File: config.mk
export PLATFORM = sky130hd
export DESIGN_NAME = iir_wb_master_flat
export DESIGN_NICKNAME = d
export VERILOG_FILES = /design/src/rtl/iir_wb_master_if.sv /design/src/rtl/iir_wb_master.sv /design/src/flat_wrapper.sv
export SDC_FILE = /design/constraint.sdc
export NUM_CORES = 2
export LEC_CHECK = 0
export ABC_CLOCK_PERIOD_IN_PS = 8950
export BUFFER_PORTS_ARGS = -buffer_cell sky130_fd_sc_hd__buf_2
export CORE_ASPECT_RATIO = 1.5
export CORE_UTILIZATION = 39
export DETAILED_ROUTE_END_ITERATION = 8
export GPL_TIMING_DRIVEN = 0
export PLACE_DENSITY = 0.61
export SYNTH_ARGS = -nofsm -noshare
export SYNTH_HDL_FRONTEND = slang
export SYNTH_SLANG_ARGS = --single-unit
File: constraint.sdc
create_clock -name wb_clk_i -period 8.95 [get_ports wb_clk_i]
set_input_delay 0.4475 -clock wb_clk_i [delete_from_list [all_inputs] [get_ports wb_clk_i]]
set_output_delay 0.4475 -clock wb_clk_i [all_outputs]
set_load 0.02 [all_outputs]
File: src/rtl/iir_wb_master_if.sv
// ---------------------------------------------------------------------------
// iir_wb_master_if
//   Wishbone B3 classic bus bundle between iir_wb_master and the IIR filter
//   slave. The clock and reset are not part of the bundle; they stay as plain
//   ports on the modules that use it.
//
//   adr    master -> slave  32  byte address
//   dat_w  master -> slave  32  write data
//   sel    master -> slave   4  byte selects
//   cyc    master -> slave   1  bus cycle
//   stb    master -> slave   1  strobe
//   we     master -> slave   1  write enable
//   dat_r  slave -> master  32  read data
//   ack    slave -> master   1  acknowledge
//   err    slave -> master   1  bus error
// ---------------------------------------------------------------------------
interface iir_wb_master_if;
  logic [31:0] adr;
  logic [31:0] dat_w;
  logic [3:0]  sel;
  logic        cyc;
  logic        stb;
  logic        we;
  logic [31:0] dat_r;
  logic        ack;
  logic        err;

  modport master (
    output adr, dat_w, sel, cyc, stb, we,
    input  dat_r, ack, err
  );

  modport slave (
    input  adr, dat_w, sel, cyc, stb, we,
    output dat_r, ack, err
  );
endinterface

File: src/rtl/iir_wb_master.sv
// ---------------------------------------------------------------------------
// iir_wb_master
//   Wishbone B3 classic single-beat master that runs one job on the IIR
//   filter slave: loads NSAMP samples from a local sample buffer, pulses the
//   slave's "next" register, polls data_valid, then reads NSAMP results back
//   into a local result buffer.
//
//   Ports
//     wb_clk_i    in   clock
//     wb_rst_i    in   asynchronous reset, active low
//     start_i     in   one-cycle start pulse, accepted only when idle
//     smp_we_i    in   host write strobe into the sample buffer
//     smp_addr_i  in   sample buffer index
//     smp_dat_i   in   sample value
//     res_addr_i  in   result buffer read index
//     res_dat_o   out  result value (combinational read)
//     busy_o      out  high from start acceptance until done or error
//     done_o      out  one-cycle pulse at the end of a successful run
//     err_o       out  sticky error flag, cleared by the next accepted start
//     wb          --   Wishbone master bundle (iir_wb_master_if.master)
//
//   Each transaction costs one issue cycle (cyc/stb low, request registered)
//   plus the cycles with cyc/stb high up to and including the ack/err cycle.
//
//   Optional build macro IIR_WB_MASTER_TIMEOUT_EN: adds an ack watchdog
//   (ACK_MAX stalled cycles) and a poll limit (POLL_MAX failed polls); either
//   one aborts the run like a bus error. Without it the master waits forever.
// ---------------------------------------------------------------------------
module iir_wb_master #(
  parameter logic [31:0] BASE_ADDR = 32'h0000_0000,
  parameter int unsigned NSAMP     = 32,
  parameter int unsigned POLL_MAX  = 1024,
  parameter int unsigned ACK_MAX   = 255
) (
  input  logic                 wb_clk_i,
  input  logic                 wb_rst_i,
  input  logic                 start_i,
  input  logic                 smp_we_i,
  input  logic [4:0]           smp_addr_i,
  input  logic [31:0]          smp_dat_i,
  input  logic [4:0]           res_addr_i,
  output logic [31:0]          res_dat_o,
  output logic                 busy_o,
  output logic                 done_o,
  output logic                 err_o,
  iir_wb_master_if.master      wb
);

  localparam int unsigned DATA_W = 32;

  // Slave register offsets
  localparam logic [31:0] OFF_NEXT  = 32'h00;
  localparam logic [31:0] OFF_DATAW = 32'h04;
  localparam logic [31:0] OFF_WADDR = 32'h08;
  localparam logic [31:0] OFF_WDATA = 32'h0C;
  localparam logic [31:0] OFF_RADDR = 32'h10;  // write: read address, read: data_valid
  localparam logic [31:0] OFF_RDATA = 32'h1C;

  localparam logic [4:0] LAST_IDX = 5'(NSAMP - 1);

  typedef enum logic [3:0] {
    S_IDLE, S_L_ADR, S_L_DAT, S_L_WS, S_L_WC,
    S_N_S, S_N_C, S_POLL, S_R_ADR, S_R_DAT, S_DONE
  } state_t;

  state_t              state_q, state_d;
  logic [4:0]          idx_q, idx_d;
  logic                cyc_q, cyc_d;
  logic                we_q, we_d;
  logic [31:0]         adr_q, adr_d;
  logic [DATA_W-1:0]   dat_q, dat_d;
  logic                busy_q, busy_d;
  logic                done_q, done_d;
  logic                err_q, err_d;
  logic                res_we;
  logic                abort;

  logic [31:0]         iss_off;
  logic                iss_we;
  logic [DATA_W-1:0]   iss_dat;

  logic [DATA_W-1:0]   smp_mem [0:31];
  logic [DATA_W-1:0]   res_mem [0:31];

`ifdef IIR_WB_MASTER_TIMEOUT_EN
  logic [31:0]         ack_cnt_q, ack_cnt_d;
  logic [31:0]         poll_cnt_q, poll_cnt_d;
`else
  logic [63:0]         unused_timeout_params;
  assign unused_timeout_params = {32'(POLL_MAX), 32'(ACK_MAX)};
`endif

  // Request issued by each bus state
  always_comb begin
    iss_off = OFF_NEXT;
    iss_we  = 1'b1;
    iss_dat = '0;
    case (state_q)
      S_L_ADR: begin iss_off = OFF_WADDR; iss_dat = {27'd0, idx_q}; end
      S_L_DAT: begin iss_off = OFF_WDATA; iss_dat = smp_mem[idx_q]; end
      S_L_WS:  begin iss_off = OFF_DATAW; iss_dat = 32'd1;          end
      S_L_WC:  begin iss_off = OFF_DATAW; iss_dat = 32'd0;          end
      S_N_S:   begin iss_off = OFF_NEXT;  iss_dat = 32'd1;          end
      S_N_C:   begin iss_off = OFF_NEXT;  iss_dat = 32'd0;          end
      S_POLL:  begin iss_off = OFF_RADDR; iss_we  = 1'b0;           end
      S_R_ADR: begin iss_off = OFF_RADDR; iss_dat = {27'd0, idx_q}; end
      S_R_DAT: begin iss_off = OFF_RDATA; iss_we  = 1'b0;           end
      default: ;
    endcase
  end

  // Next-state and bus control
  always_comb begin
    state_d = state_q;
    idx_d   = idx_q;
    cyc_d   = cyc_q;
    we_d    = we_q;
    adr_d   = adr_q;
    dat_d   = dat_q;
    busy_d  = busy_q;
    err_d   = err_q;
    done_d  = 1'b0;
    res_we  = 1'b0;
    abort   = 1'b0;
`ifdef IIR_WB_MASTER_TIMEOUT_EN
    ack_cnt_d  = '0;
    poll_cnt_d = poll_cnt_q;
`endif
    case (state_q)
      S_IDLE: begin
        if (start_i) begin
          idx_d   = '0;
          busy_d  = 1'b1;
          err_d   = 1'b0;
          state_d = S_L_ADR;
`ifdef IIR_WB_MASTER_TIMEOUT_EN
          poll_cnt_d = '0;
`endif
        end
      end
      S_DONE: begin
        done_d  = 1'b1;
        busy_d  = 1'b0;
        state_d = S_IDLE;
      end
      default: begin
        if (!cyc_q) begin
          // Issue cycle: this also provides the one idle cycle between transactions
          cyc_d = 1'b1;
          we_d  = iss_we;
          adr_d = BASE_ADDR + iss_off;
          dat_d = iss_dat;
        end else begin
`ifdef IIR_WB_MASTER_TIMEOUT_EN
          if (!wb.ack && !wb.err) begin
            if (ack_cnt_q == ACK_MAX - 1) abort = 1'b1;
            else                          ack_cnt_d = ack_cnt_q + 32'd1;
          end
`endif
          if (wb.err) begin
            abort = 1'b1;
          end else if (wb.ack) begin
            cyc_d = 1'b0;
            case (state_q)
              S_L_ADR: state_d = S_L_DAT;
              S_L_DAT: state_d = S_L_WS;
              S_L_WS:  state_d = S_L_WC;
              S_L_WC: begin
                if (idx_q == LAST_IDX) state_d = S_N_S;
                else begin idx_d = idx_q + 5'd1; state_d = S_L_ADR; end
              end
              S_N_S: state_d = S_N_C;
              S_N_C: begin idx_d = '0; state_d = S_POLL; end
              S_POLL: begin
                if (wb.dat_r[0]) state_d = S_R_ADR;
`ifdef IIR_WB_MASTER_TIMEOUT_EN
                else if (poll_cnt_q == POLL_MAX - 1) abort = 1'b1;
                else poll_cnt_d = poll_cnt_q + 32'd1;
`endif
              end
              S_R_ADR: state_d = S_R_DAT;
              S_R_DAT: begin
                res_we = 1'b1;
                if (idx_q == LAST_IDX) state_d = S_DONE;
                else begin idx_d = idx_q + 5'd1; state_d = S_R_ADR; end
              end
              default: ;
            endcase
          end
          if (abort) begin
            cyc_d   = 1'b0;
            err_d   = 1'b1;
            busy_d  = 1'b0;
            res_we  = 1'b0;
            state_d = S_IDLE;
          end
        end
      end
    endcase
  end

  always_ff @(posedge wb_clk_i or negedge wb_rst_i) begin
    if (!wb_rst_i) begin
      state_q <= S_IDLE;
      idx_q   <= '0;
      cyc_q   <= 1'b0;
      we_q    <= 1'b0;
      adr_q   <= '0;
      dat_q   <= '0;
      busy_q  <= 1'b0;
      done_q  <= 1'b0;
      err_q   <= 1'b0;
    end else begin
      state_q <= state_d;
      idx_q   <= idx_d;
      cyc_q   <= cyc_d;
      we_q    <= we_d;
      adr_q   <= adr_d;
      dat_q   <= dat_d;
      busy_q  <= busy_d;
      done_q  <= done_d;
      err_q   <= err_d;
    end
  end

`ifdef IIR_WB_MASTER_TIMEOUT_EN
  always_ff @(posedge wb_clk_i or negedge wb_rst_i) begin
    if (!wb_rst_i) begin
      ack_cnt_q  <= '0;
      poll_cnt_q <= '0;
    end else begin
      ack_cnt_q  <= ack_cnt_d;
      poll_cnt_q <= poll_cnt_d;
    end
  end
`endif

  // Buffers hold data only and are deliberately left unreset
  always_ff @(posedge wb_clk_i) begin
    if (smp_we_i) smp_mem[smp_addr_i] <= smp_dat_i;
  end

  always_ff @(posedge wb_clk_i) begin
    if (res_we) res_mem[idx_q] <= wb.dat_r;
  end

  assign res_dat_o = res_mem[res_addr_i];
  assign busy_o    = busy_q;
  assign done_o    = done_q;
  assign err_o     = err_q;

  assign wb.adr   = adr_q;
  assign wb.dat_w = dat_q;
  assign wb.sel   = 4'hF;
  assign wb.cyc   = cyc_q;
  assign wb.stb   = cyc_q;
  assign wb.we    = we_q;

endmodule

File: src/flat_wrapper.sv
// flat-port wrapper written by rule: the top's interface ports become plain ports
module iir_wb_master_flat 
#(
  parameter logic [31:0] BASE_ADDR = 32'h0000_0000,
  parameter int unsigned NSAMP     = 32,
  parameter int unsigned POLL_MAX  = 1024,
  parameter int unsigned ACK_MAX   = 255
)
  (wb_clk_i, wb_rst_i, start_i, smp_we_i, smp_addr_i, smp_dat_i, res_addr_i, res_dat_o, busy_o, done_o, err_o, wb_adr, wb_dat_w, wb_sel, wb_cyc, wb_stb, wb_we, wb_dat_r, wb_ack, wb_err);
  iir_wb_master_if wb_i ();
  input  logic wb_clk_i;
  input  logic wb_rst_i;
  input  logic start_i;
  input  logic smp_we_i;
  input  logic [4:0] smp_addr_i;
  input  logic [31:0] smp_dat_i;
  input  logic [4:0] res_addr_i;
  output logic [31:0] res_dat_o;
  output logic busy_o;
  output logic done_o;
  output logic err_o;
  output wire logic [$bits(wb_i.adr)-1:0] wb_adr;
  output wire logic [$bits(wb_i.dat_w)-1:0] wb_dat_w;
  output wire logic [$bits(wb_i.sel)-1:0] wb_sel;
  output wire logic [$bits(wb_i.cyc)-1:0] wb_cyc;
  output wire logic [$bits(wb_i.stb)-1:0] wb_stb;
  output wire logic [$bits(wb_i.we)-1:0] wb_we;
  input wire logic [$bits(wb_i.dat_r)-1:0] wb_dat_r;
  input wire logic [$bits(wb_i.ack)-1:0] wb_ack;
  input wire logic [$bits(wb_i.err)-1:0] wb_err;
  assign wb_adr = wb_i.adr;
  assign wb_dat_w = wb_i.dat_w;
  assign wb_sel = wb_i.sel;
  assign wb_cyc = wb_i.cyc;
  assign wb_stb = wb_i.stb;
  assign wb_we = wb_i.we;
  assign wb_i.dat_r = wb_dat_r;
  assign wb_i.ack = wb_ack;
  assign wb_i.err = wb_err;
  iir_wb_master #(.BASE_ADDR(BASE_ADDR), .NSAMP(NSAMP), .POLL_MAX(POLL_MAX), .ACK_MAX(ACK_MAX)) u_core (.wb_clk_i(wb_clk_i), .wb_rst_i(wb_rst_i), .start_i(start_i), .smp_we_i(smp_we_i), .smp_addr_i(smp_addr_i), .smp_dat_i(smp_dat_i), .res_addr_i(res_addr_i), .res_dat_o(res_dat_o), .busy_o(busy_o), .done_o(done_o), .err_o(err_o), .wb(wb_i));
endmodule
==> impl_results.md <==
- Drt total wl: between 200,000 and 250,000 µm
- Syn Area/Cell: slightly above 20 µm²
- Post-route minimum period: ~3.9 ns
- Leakage power: 0.0288 µW
- Clock buffer count from CTS: 196
- Chip height: roughly 560 µm
- Number of DRC markers in iteration 0: 4,484
- Critical path class: reg2reg
- Antenna Nets Post-Route: 0
- CTS sink count: 2,097
- Crit-path cells: buf_6 > buf_2 > nand4b_1 > buf_2 > buf_2 > o22ai_1 > nor4_1 > nand2_1 > a22o_1
- Total GRT Usage: between 20% and 30%
- Worst skew pair latency: around 0.83 ns
- H-tree depth: 4
- Clock tree from TritonCTS: yes
- Syn Std Cell Area: roughly 0.08 mm²
- Synth warn: 0
- Share of cells above drive strength 1: between 20% and 30%
- CP arrival: between 4 and 5 ns
- Register area share after synthesis: 77.9%
- Die ar.: approximately 0.21 mm²
- Synth Flop Type: edfxtp_1
- Ys async rst share: 2.34%
- Mapped Cells: 3,950
- Maximum VDD drop: ~0.18 mV
- Vias per cell: between 5 and 6
- Yosys reg bits: about 2.1k
- Post-synth EDFFs: between 2k and 2.5k
- DR WL/cell: 31.3 µm
- Failing checks: max-capacitance violations, max-slew violations
- Peak per-stage delay on the critical path: 0.70 ns
- CTS resizes: 0
- Worst Tran Pin Value: roughly 1.5 ns
- Top cell by count, worst path: buf_2
- Die width: roughly 370 µm
- Power Density: 225 mW/mm²
- Status: finished, violations left
- Max Slew Vio Count: 11
- First-pass GRT wire length: around 320,000 µm
- Residual DRC: 0
- Worst setup skew after layout: 0.0359 ns
- Final Hold Vio Count: 0
- Yosys cell types: 63
- Largest net degree at the start of global routing: 50
- Worst Setup Start Kind: register
- Fin area: roughly 0.093 mm²
- # rows: 203
- Vias in the first global route: 42.0k
- Max Buffers Root-to-Sink: 3
- Clk root buf: clkbuf_16
- RSZ-0062 raised after global routing: no
- Placed Area: a little under 0.09 mm²
- PortBufs: 148
- Dpl hpwl: between 100,000 and 150,000 µm
- Slew HR: -1.67%
- Min-Delay Path Class: in2reg
- Worst-path clk slew: ~0.07 ns
- Max Cap Violations: 1
- Capturing element type of the critical path: register
- Initial antenna violation count: 23
- Final number of setup-violating endpoints: 0
- Final hold slack: approximately 0.09 ns
- Max FO, Critical Path: 10
- Area delta synth->final: 15.8%
- Post-route setup TNS: 0 ns
- I/O pin count: between 150 and 200
- Detailed Routing Iterations Pass 1: 5
- Fin nets: between 4k and 5k
- Fin crit share: 43.2%
- Starting Density: between 30% and 40%
- Detailed-route via count: about 42k
- Core area: ~0.20 mm²
- Critical path's slowest cell: nor4_1
- Worst EP required: 9.67 ns
- Grt ovf: 0
- RD Place Congestion: 0.809
- Maximum clock frequency: 0.258 GHz
-- metrics by stage --
step / util (%) / power (µW) / instances / setup WS (ns)
after floorplan: - / 12100 / 3981 / 5.74
after global placement: 41.4 / 12900 / 6794 / 2.81
after detailed placement: 42.5 / 13000 / 6873 / 5.22
after global routing: 45.6 / 21500 / 7235 / 5.09
after CTS: 45.6 / 21100 / 7233 / 5.20
final: 45.6 / 21000 / 7242 / 5.08
-- placed cells by master, fill, tap and decap left out, types with 59 or more instances in the layout --
cell	count
clkbuf_1	127
mux4_2	256
buf_4	64
nor2_4	64
o22ai_1	259
a22o_1	59
edfxtp_1	2048
clkbuf_16	199
mux2i_1	578
buf_2	245
-- critical path: cells and delay by family, from the launching register on --
family | cells | cell delay (ns)
buf+inv | 4 | 1.59
compound gates | 2 | 0.52
simple gates | 3 | 1.14
flops | 1 | 0.45
-- cell usage after synthesis, drive strengths merged, types with 6 or more instances --
library cell | count | share of area (%)
a21oi | 40 | 0.25
dfrtp | 49 | 1.5
nor4 | 59 | 0.47
nand3 | 8 | 0.050
buf | 188 | 1.5
nand4bb | 6 | 0.090
a22o | 59 | 0.64
mux2i | 578 | 7.2
nand2 | 46 | 0.21
edfxtp | 2048 | 76
clkbuf | 76 | 0.36
nor2b | 7 | 0.054
nand3b | 11 | 0.10
a221oi | 35 | 0.38
or4 | 10 | 0.098
nor2 | 82 | 0.38
inv | 11 | 0.051
o22ai | 260 | 2.0
o21ai | 20 | 0.12
a22oi | 37 | 0.34
mux4 | 256 | 7.2
-- registers in the layout, summed over array words and instances (netlist names) --
| signal | cells |
|---|---|
| u_core.idx_q | 5 |
| u_core.state_q | 4 |
| u_core.done_o | 1 |
| u_core.wb.adr | 3 |
| u_core.err_o | 1 |
| u_core.busy_o | 1 |
| u_core.smp_mem | 1024 |
| u_core.wb.we | 1 |
| u_core.res_mem | 1024 |
| u_core.wb.dat_w | 32 |
| u_core.wb.cyc | 1 |
-- power breakdown --
part | leakage [µW] | internal (µW) | switching, µW
logic | 0.00672 | 593 | 1290
registers | 0.0191 | 10900 | 61.6
clock network | 0.00305 | 4530 | 3640
-- path summary, 6_finish.rpt --
path	startpoint	endpoint	slack (ns)	cells after the start
min in group asynchronous	wb_rst_i	u_core.wb.dat_w[21]$_DFFE_PN0P_	0.26	2
setup / recovery	u_core.idx_q[0]$_DFFE_PN0P_	u_core.wb.dat_w[10]$_DFFE_PN0P_	5.08	9
max in group asynchronous	wb_rst_i	u_core.busy_o$_DFFE_PN0P_	8.06	2
hold / removal	smp_dat_i[26]	u_core.smp_mem[27][26]$_DFFE_PP_	0.09	1
setup reg to reg	u_core.idx_q[0]$_DFFE_PN0P_	u_core.wb.dat_w[10]$_DFFE_PN0P_	5.08	9
hold reg to reg	u_core.wb.dat_w[0]$_DFFE_PN0P_	u_core.wb.dat_w[0]$_DFFE_PN0P_	0.50	1
-- layer usage --
layer  vias up  part of all wire, %  GRT usage (%)
li1      17300                    -              -
met1     21800                   35           24.5
met2      2014                   52           38.9
met3       541                  7.6           4.00
met4        18                  4.7           9.87
met5         -                0.045              0
-- repair_timing --
item,CTS,global route
endpoints found under the setup margin,0,0
hold endpoints to repair,51,0
hold buffers,2,0
buffers inserted,0,0
-- kinds of logic after synthesis --
group | count (synthesis) | synth area share, %
flip-flops | 2097 | 77.9
multiplexers | 836 | 14.4
AO/OA/AOI/OAI | 467 | 3.93
buffers and inverters | 275 | 1.89
AND/OR/NAND/NOR | 266 | 1.81
adder cells (fa/ha/maj) | 5 | 0.0777
other | 2 | 0.00933
XOR/XNOR | 2 | 0.0218
-- layout make-up --
cell class              count  area (µm²)
diodes                      9        22.5
fillers                 17000      111000
clock inverters            96         940
plain buffers             264        1480
clock buffers             262        5310
repair buffers            229        2540
inverters                  11        41.3
flip-flops and latches   2097       62700
multi-input cells        1609       16900
well taps                2665        3330
(Power assumes the default switching activity.)
